<file path="config.mk">
export PLATFORM = sky130hd
export DESIGN_NAME = dsp_simd_mul2x_comp
export DESIGN_NICKNAME = d
export VERILOG_FILES = /design/src/rtl/dsp_simd_mul2x_comp.sv
export SDC_FILE = /design/constraint.sdc
export NUM_CORES = 1
export LEC_CHECK = 0
export ABC_CLOCK_PERIOD_IN_PS = 6530
export CORE_UTILIZATION = 32
export DETAILED_ROUTE_END_ITERATION = 8
export GPL_TIMING_DRIVEN = 0
export MAX_ROUTING_LAYER = met4
export PLACE_DENSITY = 0.46
export SKIP_CTS_REPAIR_TIMING = 1
export SLEW_MARGIN = 10
export SYNTH_ARGS = -nofsm -noshare
export SYNTH_HDL_FRONTEND = slang
export SYNTH_SLANG_ARGS = --single-unit
</file>
<file path="constraint.sdc">
create_clock -name clk -period 6.53 [get_ports clk]
set_input_delay 1.306 -clock clk [delete_from_list [all_inputs] [get_ports clk]]
set_output_delay 1.306 -clock clk [all_outputs]
set_load 0.01 [all_outputs]
</file>
<file path="src/rtl/dsp_simd_mul2x_comp.sv">
// SIMD 2x multiplier: two unsigned pixels packed 18 bits apart share one signed
// coefficient multiply; emits raw high segment, low segment and compensate bit.
module dsp_simd_mul2x_comp #(
  parameter int PIX_W  = 8,
  parameter int COEF_W = 10
) (
  input  logic              clk,
  input  logic              aresetn,
  input  logic              clken,
  input  logic              dsp_reset,
  input  logic [PIX_W-1:0]  pix_h,
  input  logic [PIX_W-1:0]  pix_l,
  input  logic [COEF_W-1:0] coef,
  input  logic              first_in,
  input  logic              valid_in,
  output logic [17:0]       outh,
  output logic [17:0]       outl,
  output logic              cin,
  output logic              mode_out,
  output logic              valid_out
);

  localparam int PROD_W = 48;

  generate
    if (PIX_W + COEF_W > 18) begin : g_width_check
      $error("dsp_simd_mul2x_comp: PIX_W + COEF_W must not exceed 18");
    end
  endgenerate

  logic [1:0]               rst_sync_r;
  logic                     rst_n_s;

  logic [PIX_W-1:0]         pix_h_r;
  logic [PIX_W-1:0]         pix_l_r;
  logic signed [COEF_W-1:0] coef_r;
  logic                     first1_r;
  logic                     valid1_r;

  logic [35:0]              m_r;
  logic                     first2_r;
  logic                     valid2_r;

  logic [17:0]              outh_r;
  logic [17:0]              outl_r;
  logic                     cin_r;
  logic                     mode_r;
  logic                     valid_r;

  logic signed [PROD_W-1:0] a_s;
  logic signed [PROD_W-1:0] b_s;
  logic signed [PROD_W-1:0] prod_s;
  logic                     prod_unused_s;

  // Reset synchronizer: asserts immediately, releases on the clock.
  always_ff @(posedge clk or negedge aresetn) begin
    if (!aresetn) begin
      rst_sync_r <= 2'b00;
    end else begin
      rst_sync_r <= {rst_sync_r[0], 1'b1};
    end
  end

  assign rst_n_s = rst_sync_r[1];

  // Packed multiply: pixel low segment sits at bit 0, high segment at bit 18.
  always_comb begin
    a_s                = {PROD_W{1'b0}};
    a_s[18 +: PIX_W]   = pix_h_r;
    a_s[0 +: PIX_W]    = pix_l_r;
    b_s                = {{(PROD_W-COEF_W){coef_r[COEF_W-1]}}, coef_r};
    prod_s             = a_s * b_s;
  end

  // Bits above 36 carry only sign extension of the packed product.
  assign prod_unused_s = ^prod_s[PROD_W-1:36];

  // Three-stage pipeline with sideband; dsp_reset beats clken.
  always_ff @(posedge clk or negedge aresetn) begin
    if (!aresetn) begin
      pix_h_r  <= {PIX_W{1'b0}};
      pix_l_r  <= {PIX_W{1'b0}};
      coef_r   <= {COEF_W{1'b0}};
      first1_r <= 1'b0;
      valid1_r <= 1'b0;
      m_r      <= 36'd0;
      first2_r <= 1'b0;
      valid2_r <= 1'b0;
      outh_r   <= 18'd0;
      outl_r   <= 18'd0;
      cin_r    <= 1'b0;
      mode_r   <= 1'b0;
      valid_r  <= 1'b0;
    end else if (!rst_n_s || dsp_reset) begin
      pix_h_r  <= {PIX_W{1'b0}};
      pix_l_r  <= {PIX_W{1'b0}};
      coef_r   <= {COEF_W{1'b0}};
      first1_r <= 1'b0;
      valid1_r <= 1'b0;
      m_r      <= 36'd0;
      first2_r <= 1'b0;
      valid2_r <= 1'b0;
      outh_r   <= 18'd0;
      outl_r   <= 18'd0;
      cin_r    <= 1'b0;
      mode_r   <= 1'b0;
      valid_r  <= 1'b0;
    end else if (clken) begin
      pix_h_r  <= pix_h;
      pix_l_r  <= pix_l;
      coef_r   <= coef;
      first1_r <= first_in;
      valid1_r <= valid_in;
      m_r      <= prod_s[35:0];
      first2_r <= first1_r;
      valid2_r <= valid1_r;
      outh_r   <= m_r[35:18];
      outl_r   <= m_r[17:0];
      cin_r    <= m_r[17];
      mode_r   <= valid2_r & ~first2_r;
      valid_r  <= valid2_r;
    end else begin
      pix_h_r  <= pix_h_r;
      pix_l_r  <= pix_l_r;
      coef_r   <= coef_r;
      first1_r <= first1_r;
      valid1_r <= valid1_r;
      m_r      <= m_r;
      first2_r <= first2_r;
      valid2_r <= valid2_r;
      outh_r   <= outh_r;
      outl_r   <= outl_r;
      cin_r    <= cin_r;
      mode_r   <= mode_r;
      valid_r  <= valid_r;
    end
  end

  assign outh      = outh_r;
  assign outl      = outl_r;
  assign cin       = cin_r;
  assign mode_out  = mode_r;
  assign valid_out = valid_r;

endmodule

</file>
==> results list <==
- Number of global-route vias before repair: 7964
- The mapped netlist covers 10290 um2.
- Placeable core area: 31640 um2
- Counting along the longest clock path gives a buffer depth of 2.
* Period utilization: 0.9418
- Detailed router's first-iteration violation count: 294
* EDFF count, synth: 0
- Using the TritonRoute via totals, the vias-per-cell ratio works out to 5.000.
- Number of buffer cells added on primary ports: 70
* Die boundary width: 181.3 um
* Setup TNS: 0 ns
* Worst reg2reg path depth: 16
* Site Rows: 65
- Class of the tightest hold or removal check: reg2reg
* Depth of the CTS H-tree: 3
- Pwr per Cell Area: 122.1 nW/um2
- For this configuration, the core starts out at a cell density of 0.3253.
- Area of the multi-input gates: 6837 um2
- Gpl congestion: 0.8250
* Top-level port count: 71
- Worst Path Buf+Inv: 2
- Final #Nets: 1385
- Setup violations remaining at the end of the flow were counted as 0.
* Most common cell after layout, fill and taps aside: sky130_fd_sc_hd__inv_1
* First-pass detailed-route iteration total: 5
* Highest Clock Rate: 0.1626 GHz
- Area growth from synthesis to layout: 14.93%
* Antenna fix cells: 0
- STA classifies the critical path endpoint as a flip-flop.
* DRC violation count after routing: 0
- Register area share after synthesis: 0.2577
- Counting stages on the worst path, the most repeated cell is sky130_fd_sc_hd__fa_1.
* Min Clock Period, post-route: 6.150 ns
- The synthesized netlist contains 64 unique library cells.
* Clock latency at the later pin of the worst-skew pair: 0.37 ns
* Antenna-violating nets left: 0
- The synthesized design contains 106 register bits.
- Critical Path Start Type: flip-flop
* Root buf cell: sky130_fd_sc_hd__clkbuf_16
* Share of flip-flops with an asynchronous set or reset after synthesis: 1.000
- Total of fill cells in the finished design: 3219
* FF-to-FF Start: coef_r[9]$_DFFE_PN0P_
* Most instantiated flip-flop cell in the synthesis netlist: sky130_fd_sc_hd__dfrtp_1
- Setup Crit Path Kind: reg2reg
- Final count of pins violating max slew: 0
- Net count after synthesis: 1303
- Counting the buffers created by CTS gives 9.
* Family with the most delay on the worst path: adder cells
- After clock tree synthesis, the clock-pin slew on the worst setup and hold paths is 0.09 ns.
* Number of max-cap violations: 0
- Height of the chip: 181.3 um
* Via count: 7660
* Crit-path max FO: 12
- Detailed placement finished with a half-perimeter wire length of 22000 um.
* Placed cell area: 11520 um2
* Number of sinks on the clock net: 106
- Entering global routing, the biggest net connects 82 pins.
* Cells on Worst Hold Path: 0
- Setup repair after global routing left no endpoint under its margin.
- Warning count from the yosys run: 0
- The top cell types in the final layout, fill and taps aside, are 137 x sky130_fd_sc_hd__inv_1, 128 x sky130_fd_sc_hd__ha_1, 112 x sky130_fd_sc_hd__nand2_1, 105 x sky130_fd_sc_hd__dfrtp_1, 100 x sky130_fd_sc_hd__fa_1.
- OpenSTA, run right after detailed placement, puts the worst setup slack at 0.1915 ns.
- For this design the static power due to leakage is 6.161 nW.
- Number of antenna violations at the first check in global routing: 0
- In this run the critical register-to-register path is captured at m_r[29]$_DFFE_PN0P_.
* Post-synthesis average cell area: 9.868 um2
- At the worst endpoint, the required time is 6.79 ns.
- For the worst setup path, the data arrival time is 6.41 ns.
- Setup slack closes at 0.3800 ns.
* Headroom to the max-slew limit: 0.3745
* Hold Fails Final Rpt: 0
- The first global-routing pass estimated 44700 um of wire.
* Crit path cell chain: clkbuf_1, clkbuf_1, nor2b_1, fa_1, fa_1, fa_1, fa_1, fa_1, ha_1, a21oi_1, o21ai_0, or2_1, o211ai_2, a21oi_1, or3_1, a32o_1
* Setup slack of the most critical reg-to-reg path: 0.38 ns
* Worst-path cell with the longest stage delay: sky130_fd_sc_hd__dfrtp_2
- Summed over all layers, the global routing overflow is 0.
- Share of post-route cells with drive strength above 1: 0.03894
- In this design, the stage delay of the slowest critical-path cell is 0.58 ns.
* Wire per inst: 18.10 um
* Gate count after technology mapping: 1043
- Across the VDD grid, the largest voltage drop is 0.1190 mV.
- Hold path start: rst_sync_r[0]$_DFF_PN0_
- With fillers left out, the area of the finished cells amounts to 11830 um2.
- Final setup skew: 0.01394 ns
- The flow ran to the end, and the final reports show no timing, DRC or antenna violations.
* Total detailed-routing wirelength: 27720 um
* Measured slew at the worst slew-check pin: 0.9362 ns
- Register area: 2654 um2
- TritonCTS built the clock tree.
- Worst Hold End: rst_sync_r[1]$_DFF_PN0_
* Total Routing Usage GR: 0.1821
- The die covers 32880 um2.
==> cell usage after synthesis, drive strengths merged (11+ instances only) <==
| library cell | number | area (um2) |
|---|---|---|
| buf | 13 | 75.07 |
| ha | 128 | 1602 |
| o21ai | 43 | 215.2 |
| a21oi | 31 | 162.7 |
| a21o | 17 | 130.1 |
| inv | 137 | 514.2 |
| nor2b | 12 | 75.07 |
| clkbuf | 46 | 214.0 |
| dfrtp | 106 | 2653 |
| a22o | 71 | 621.9 |
| nand2 | 112 | 420.4 |
| xor2 | 11 | 96.34 |
| and2 | 85 | 534.3 |
| fa | 100 | 2002 |
| xnor2 | 13 | 113.9 |
| nor2 | 16 | 62.56 |
==> worst max-delay path by stage <==
stage | startpoint | endpoint | slack, ns | cells after the start
global placement | aresetn | pix_h_r[5]$_DFFE_PN0P_ | -0.37 | 1
CTS | coef_r[9]$_DFFE_PN0P_ | m_r[29]$_DFFE_PN0P_ | 0.17 | 16
finish | coef_r[9]$_DFFE_PN0P_ | m_r[29]$_DFFE_PN0P_ | 0.38 | 16
floorplan | coef_r[9]$_DFFE_PN0P_ | m_r[32]$_DFFE_PN0P_ | 1.19 | 16
global route | coef_r[2]$_DFFE_PN0P_ | m_r[33]$_DFFE_PN0P_ | 0.07 | 19
detailed placement | coef_r[9]$_DFFE_PN0P_ | m_r[29]$_DFFE_PN0P_ | 0.19 | 16
==> state kept, by name (all words and copies together) (netlist names) <==
name,flops
m_r,36
outh,18
outl,18
coef_r,10
pix_h_r,8
pix_l_r,8
rst_sync_r,2
first1_r,1
first2_r,1
mode_out,1
valid1_r,1
valid2_r,1
valid_out,1
==> cell families after synthesis <==
kind of cell | after synthesis | synth area share
simple gates | 275 | 0.1368
flops | 106 | 0.2577
other cells | 1 | 0.0003643
mux | 1 | 0.0009726
xor+xnor | 24 | 0.02042
compound gates | 212 | 0.1556
fa+ha+maj | 228 | 0.3501
buf+inv | 196 | 0.07804
==> routing by layer <==
layer,track usage,routed length (um),vias up
li1,-,-,3653
met1,0.2392,13000,3879
met2,0.2980,13600,101
met3,0.01955,605,27
met4,0.04814,520,0
met5,-,0,-
==> stage by stage <==
step,utilization,hold WS [ns],std cells,total power [mW]
6_report,0.3739,0.3558,1532,1.444
5_1_grt,0.3739,0.3753,1532,1.511
3_3_place_gp,0.3634,0.3352,1515,0.8681
4_1_cts,0.3739,0.3545,1532,1.476
3_5_place_dp,0.3643,0.3370,1516,0.8701
2_1_floorplan,-,0.3312,1043,0.7802
==> power breakdown <==
group | switching, mW | leakage, nW | internal (mW) | total (mW)
combinational | 0.111 | 4.55 | 0.0663 | 0.178
sequential | 0.0102 | 1.47 | 0.664 | 0.675
clock | 0.288 | 0.146 | 0.304 | 0.592
==> layout make-up <==
| class | instances | area share |
|---|---|---|
| clock inverter | 6 | 0.006241 |
| tap | 402 | 0.04252 |
| timing repair buffer | 71 | 0.06167 |
| buffer | 59 | 0.02443 |
| sequential | 106 | 0.2244 |
| clock buffer | 10 | 0.01936 |
| inverter | 137 | 0.04347 |
| multi-input combinational | 741 | 0.5780 |
Power figures use the tool's default switching activity.
==> RTL change 1 (same flow settings) <==
Register the inputs `pix_h`, `pix_l`, `coef` and `valid_in` before use. The logic sees them one clock later.
--- a/src/rtl/dsp_simd_mul2x_comp.sv
+++ b/src/rtl/dsp_simd_mul2x_comp.sv
@@ -21,6 +21,18 @@
 );
 
   localparam int PROD_W = 48;
+
+  logic [PIX_W-1:0] pix_h_q;
+  logic [PIX_W-1:0] pix_l_q;
+  logic [COEF_W-1:0] coef_q;
+  logic valid_q;
+
+  always_ff @(posedge clk) begin
+    pix_h_q <= pix_h;
+    pix_l_q <= pix_l;
+    coef_q  <= coef;
+    valid_q <= valid_in;
+  end
 
   generate
     if (PIX_W + COEF_W > 18) begin : g_width_check
@@ -106,11 +118,11 @@
       mode_r   <= 1'b0;
       valid_r  <= 1'b0;
     end else if (clken) begin
-      pix_h_r  <= pix_h;
-      pix_l_r  <= pix_l;
-      coef_r   <= coef;
+      pix_h_r  <= pix_h_q;
+      pix_l_r  <= pix_l_q;
+      coef_r   <= coef_q;
       first1_r <= first_in;
-      valid1_r <= valid_in;
+      valid1_r <= valid_q;
       m_r      <= prod_s[35:0];
       first2_r <= first1_r;
       valid2_r <= valid1_r;
Formal check against the unedited RTL: not equivalent (a bounded check fails within 10 cycles, from zero or initial values and one cycle with aresetn low).
==> RTL change 1 against the original RTL <==
Hold slack worse by 0.0064 ns. Area after synthesis is 3.9% higher. Worst setup slack better by 0.086 ns. Utilization increased by 0.99 points. Clock skew increased by 0.0052 ns. Routed wire length rose by 5.4%. Highest routed layer unchanged. Fmax up 1.4%. Cell count rose by 5.3%. Total power grew 37%. Sequential cell count grew 27. Global-route usage rose by 0.43 points. Via count is 1.8% higher. Design area increased by 6.1%.
==> RTL change 1: results <==
export IMPL_status="finished clean"
export IMPL_htreeDepth=4
export IMPL_yosys_top_cells_area="dfrtp_1 (25%), fa_1 (19%), ha_1 (15%)"
export IMPL_tightest_slew_ns=1.10
export IMPL_clock_skew_ns=0.0191
export IMPL_hp_class="register to register"
export IMPL_synth_common_cells="inv_1 (135), ha_1 (128), nand2_1 (128), dfrtp_1 (106), fa_1 (100)"
export IMPL_comb_power_uw=171
export IMPL_highest_layer="met4"
export IMPL_fillers=3375
export IMPL_regMostFlops="m_r"
export IMPL_nets=1418
export IMPL_clock_path_buffers=2
export IMPL_combinationalPowerShare_pct=8.6
export IMPL_largest_reg_flops=36
export IMPL_p_leak_uw=0.00639
export IMPL_cp_arrival_ns=6.39
export IMPL_grt_pass1_vias=8088
export IMPL_cp_max_fo=12
export IMPL_slowest_stage="dfrtp_2"
export IMPL_dpl_cell_area_um2=12000
export IMPL_wl_met3_um=695
export IMPL_drive_gt1_share_pct=4.78
export IMPL_hpwl_mm=23.0
export IMPL_ys_types=63
export IMPL_clock_latency_ns=0.44
export IMPL_clk_pin_slew_ns=0.07
export IMPL_wl_met1_mm=14.2
export IMPL_drt_iter0_markers=456
export IMPL_clockRootBuffer="clkbuf_16"
export IMPL_dp_cells=1581
export IMPL_viasPerCell=4.84
export IMPL_post_place_ws_ns=0.0762
export IMPL_slowest_delay_ns=0.58
export IMPL_yosysWarningCount=0
export IMPL_gp_congestion=0.834
export IMPL_netlist_instances=1068
export IMPL_numCtsBuffers=17
export IMPL_dominantRegCellSynth="dfrtp_1"
export IMPL_max_vdd_ir_drop_mv=0.168
export IMPL_grt_max_degree=62
export IMPL_synthArstFlopShare_pct=79.7
export IMPL_grt_antenna_before_repair=0
export IMPL_wl_met2_mm=13.9
export IMPL_netSwitchingFraction_pct=27.8
export IMPL_synth_fp_nets=1328
export IMPL_drt_wl_total_mm=29.2
export IMPL_cp_top_family="adder cells"
export IMPL_diodes=0
export IMPL_power_share_clock_pct=48.5
export IMPL_track_usage_pct=18.6
export IMPL_seq_area_frac_synth_pct=29.8
export IMPL_routedWlPerCell_um=18.1
export IMPL_grt_first_pass_wirelength_mm=46.1
RTL change 1: changes by cell type after synthesis, sizes merged, moves of 5 or more:
cell    before  now
dfxtp        0   27
nand2      112  130
a21o        17    6
xor2        11   22
o21ai       43   52
a21oi       31   39
buf         13    6
a32o         7    1
clkbuf      46   51
o21a         6    1
or3          6    1
RTL change 1: kinds of logic after synthesis:
family | after synthesis | share of synthesized area, %
AND/OR/NAND/NOR | 277 | 12.9
AO/OA/AOI/OAI | 205 | 14.1
flip-flops | 133 | 29.8
buffers and inverters | 192 | 6.81
other | 1 | 0.0351
XOR/XNOR | 32 | 2.62
adder cells (fa/ha/maj) | 228 | 33.7
RTL change 1: path summary, 6_finish.rpt:
kind	slack, ns	startpoint	depth (start not counted)	end
setup / recovery	0.47	coef_r[9]$_DFFE_PN0P_	16	m_r[35]$_DFFE_PN0P_
hold / removal	0.35	rst_sync_r[0]$_DFF_PN0_	0	rst_sync_r[1]$_DFF_PN0_
setup reg to reg	0.47	coef_r[9]$_DFFE_PN0P_	16	m_r[35]$_DFFE_PN0P_
hold reg to reg	0.35	rst_sync_r[0]$_DFF_PN0_	0	rst_sync_r[1]$_DFF_PN0_
max in group asynchronous	5.06	aresetn	2	coef_r[5]$_DFFE_PN0P_
min in group asynchronous	0.80	aresetn	1	outh[5]$_DFFE_PN0P_
RTL change 1: cell type report:
type                    count  area [um^2]  area share [%]
clock buffers              17          425            3.39
plain buffers              57          223            1.77
repair buffers             71          729            5.81
multi-input cells         743         6780            54.0
flip-flops and latches    133         3190            25.5
well taps                 442          553            4.41
clock inverters            15          143            1.14
inverters                 135          507            4.04
RTL change 1: layer usage:
metal | global-route usage, % | vias to the layer above
met5 | - | -
met4 | 4.96 | 0
met3 | 2.73 | 18
met2 | 29.8 | 106
met1 | 24.6 | 3953
li1 | - | 3722
==> RTL change 2 (same settings) <==
Made on the original files. Change the parameter `COEF_W` from 10 to 5.
--- a/src/rtl/dsp_simd_mul2x_comp.sv
+++ b/src/rtl/dsp_simd_mul2x_comp.sv
@@ -2,7 +2,7 @@
 // coefficient multiply; emits raw high segment, low segment and compensate bit.
 module dsp_simd_mul2x_comp #(
   parameter int PIX_W  = 8,
-  parameter int COEF_W = 10
+  parameter int COEF_W = 5
 ) (
   input  logic              clk,
   input  logic              aresetn,
Ports: changed (resized coef); port bits go from 71 to 66. No check against the original RTL was run, so the function may have changed too.
==> RTL change 2 against the original RTL <==
Area after synthesis shrank 37%. Non-clock buffer count down 33. Via count down 36%. Total power fell by 13%. Worst setup slack improved by 0.21 ns. Count of clock-buffer cells in the layout unchanged. Design area decreased by 34%. Global-route usage rose by 0.17 points. Critical path depth rose by 1. Routed wire length is 38% lower. Sequential cell count decreased by 13.
==> RTL change 2: results <==
export IMPL_numCtsBuffers=9
export IMPL_routedWlPerCell_um=17.3
export IMPL_portBuffers=65
export IMPL_met1_usage_pct=23.3
export IMPL_remaining_drc_errors=0
export IMPL_fillers=1988
export IMPL_drive_gt1_share_pct=4.43
export IMPL_dp_cells=972
export IMPL_dpl_cell_area_um2=7510
export IMPL_buffers_excl_clock=97
export IMPL_ys_types=54
export IMPL_grt_pass1_vias=5137
export IMPL_slowest_delay_ns=0.68
export IMPL_multiInputGateArea_um2=3710
export IMPL_utilization_pct=39.6
export IMPL_status="finished clean"
export IMPL_track_usage_pct=18.4
export IMPL_clockRootBuffer="clkbuf_16"
export IMPL_yosys_top_cells_area="dfrtp_1 (36%), fa_1 (12%), ha_1 (12%)"
export IMPL_diodes=0
export IMPL_num_vias=4912
export IMPL_netlist_instances=641
export IMPL_drt_wl_total_mm=17.1
export IMPL_dr_pass1_iters=4
export IMPL_clkCellAreaFrac_pct=3.82
export IMPL_largest_reg_flops=32
export IMPL_cp_max_fo=10
export IMPL_relSlewSlack_pct=45.8
export IMPL_inverters=86
export IMPL_final_nonclk_buf_share_pct=10.4
export IMPL_gp_congestion=0.848
export IMPL_hpwl_mm=13.3
export IMPL_syn_avg_cell_area_um2=10.1
export IMPL_clock_skew_ns=0.0105
export IMPL_nets=846
export IMPL_synth_common_cells="dfrtp_1 (93), inv_1 (86), ha_1 (62), a22o_1 (61), and2_1 (54)"
export IMPL_clock_path_buffers=2
export IMPL_grt_first_pass_wirelength_mm=27.7
export IMPL_synth_fp_nets=769
export IMPL_cp_arrival_ns=6.17
export IMPL_slowest_stage="dfrtp_1"
export IMPL_sh_seq_area_pct=29.8
export IMPL_multi_input_cells=431
export IMPL_dominantRegCellSynth="dfrtp_1"
export IMPL_drt_iter0_markers=156
export IMPL_grt_use_met2_pct=31.1
export IMPL_seq_area_frac_synth_pct=35.8
export IMPL_ys_ff_latch=93
export IMPL_p_leak_uw=0.00383
export IMPL_clk_pin_slew_ns=0.07
export IMPL_grt_max_degree=59
export IMPL_regMostFlops="m_r"
export IMPL_cp_startpoint="coef_r[4]$_DFFE_PN0P_"
export IMPL_max_vdd_ir_drop_mv=0.115
export IMPL_clock_latency_ns=0.36
export IMPL_met3_usage_pct=2.09
RTL change 2: per-stage QoR:
step | hold WS [ns] | setup slack [ns]
floorplan | 0.331 | 1.76
global placement | 0.338 | 0.490
detailed placement | 0.349 | 0.443
CTS | 0.365 | 0.405
global route | 0.367 | 0.125
finish | 0.359 | 0.587
RTL change 2: logic make-up (layout without fill, tap and decap cells):
group | Yosys count | in the layout | synth area share, %
XOR/XNOR | 19 | 19 | 2.56
buffers and inverters | 117 | 199 | 7.05
flip-flops | 93 | 93 | 35.8
other | 1 | 1 | 0.0577
AO/OA/AOI/OAI | 151 | 151 | 18.1
adder cells (fa/ha/maj) | 101 | 101 | 23.9
AND/OR/NAND/NOR | 159 | 159 | 12.5
RTL change 2: final timing paths:
kind                                            to  slack (ns)  cells after the start
max                            m_r[24]$_DFFE_PN0P_        0.59                     17
min                        rst_sync_r[1]$_DFF_PN0_        0.36                      0
max reg2reg                    m_r[24]$_DFFE_PN0P_        0.59                     17
min reg2reg                rst_sync_r[1]$_DFF_PN0_        0.36                      0
max in group asynchronous   pix_l_r[6]$_DFFE_PN0P_        4.94                      2
min in group asynchronous      outh[6]$_DFFE_PN0P_        0.91                      1
RTL change 2: worst max-delay path: cells and delay by family (launching register included):
family                   cells  cell delay, ns
AO/OA/AOI/OAI                5            1.31
XOR/XNOR                     1            0.26
buffers and inverters        5            1.42
adder cells (fa/ha/maj)      4            1.76
flip-flops                   1            0.68
AND/OR/NAND/NOR              2            0.37
RTL change 2: where the power goes:
part | switching, uW | internal, uW | total (uW)
logic | 65.6 | 41.0 | 107
clock network | 251 | 300 | 551
registers | 10.1 | 583 | 593
total | 326 | 924 | 1250
RTL change 2: routing by layer:
metal	wire length, um	vias up
li1	-	2318
met1	7960	2505
met2	8570	75
met3	378	14
met4	229	0
met5	0	-
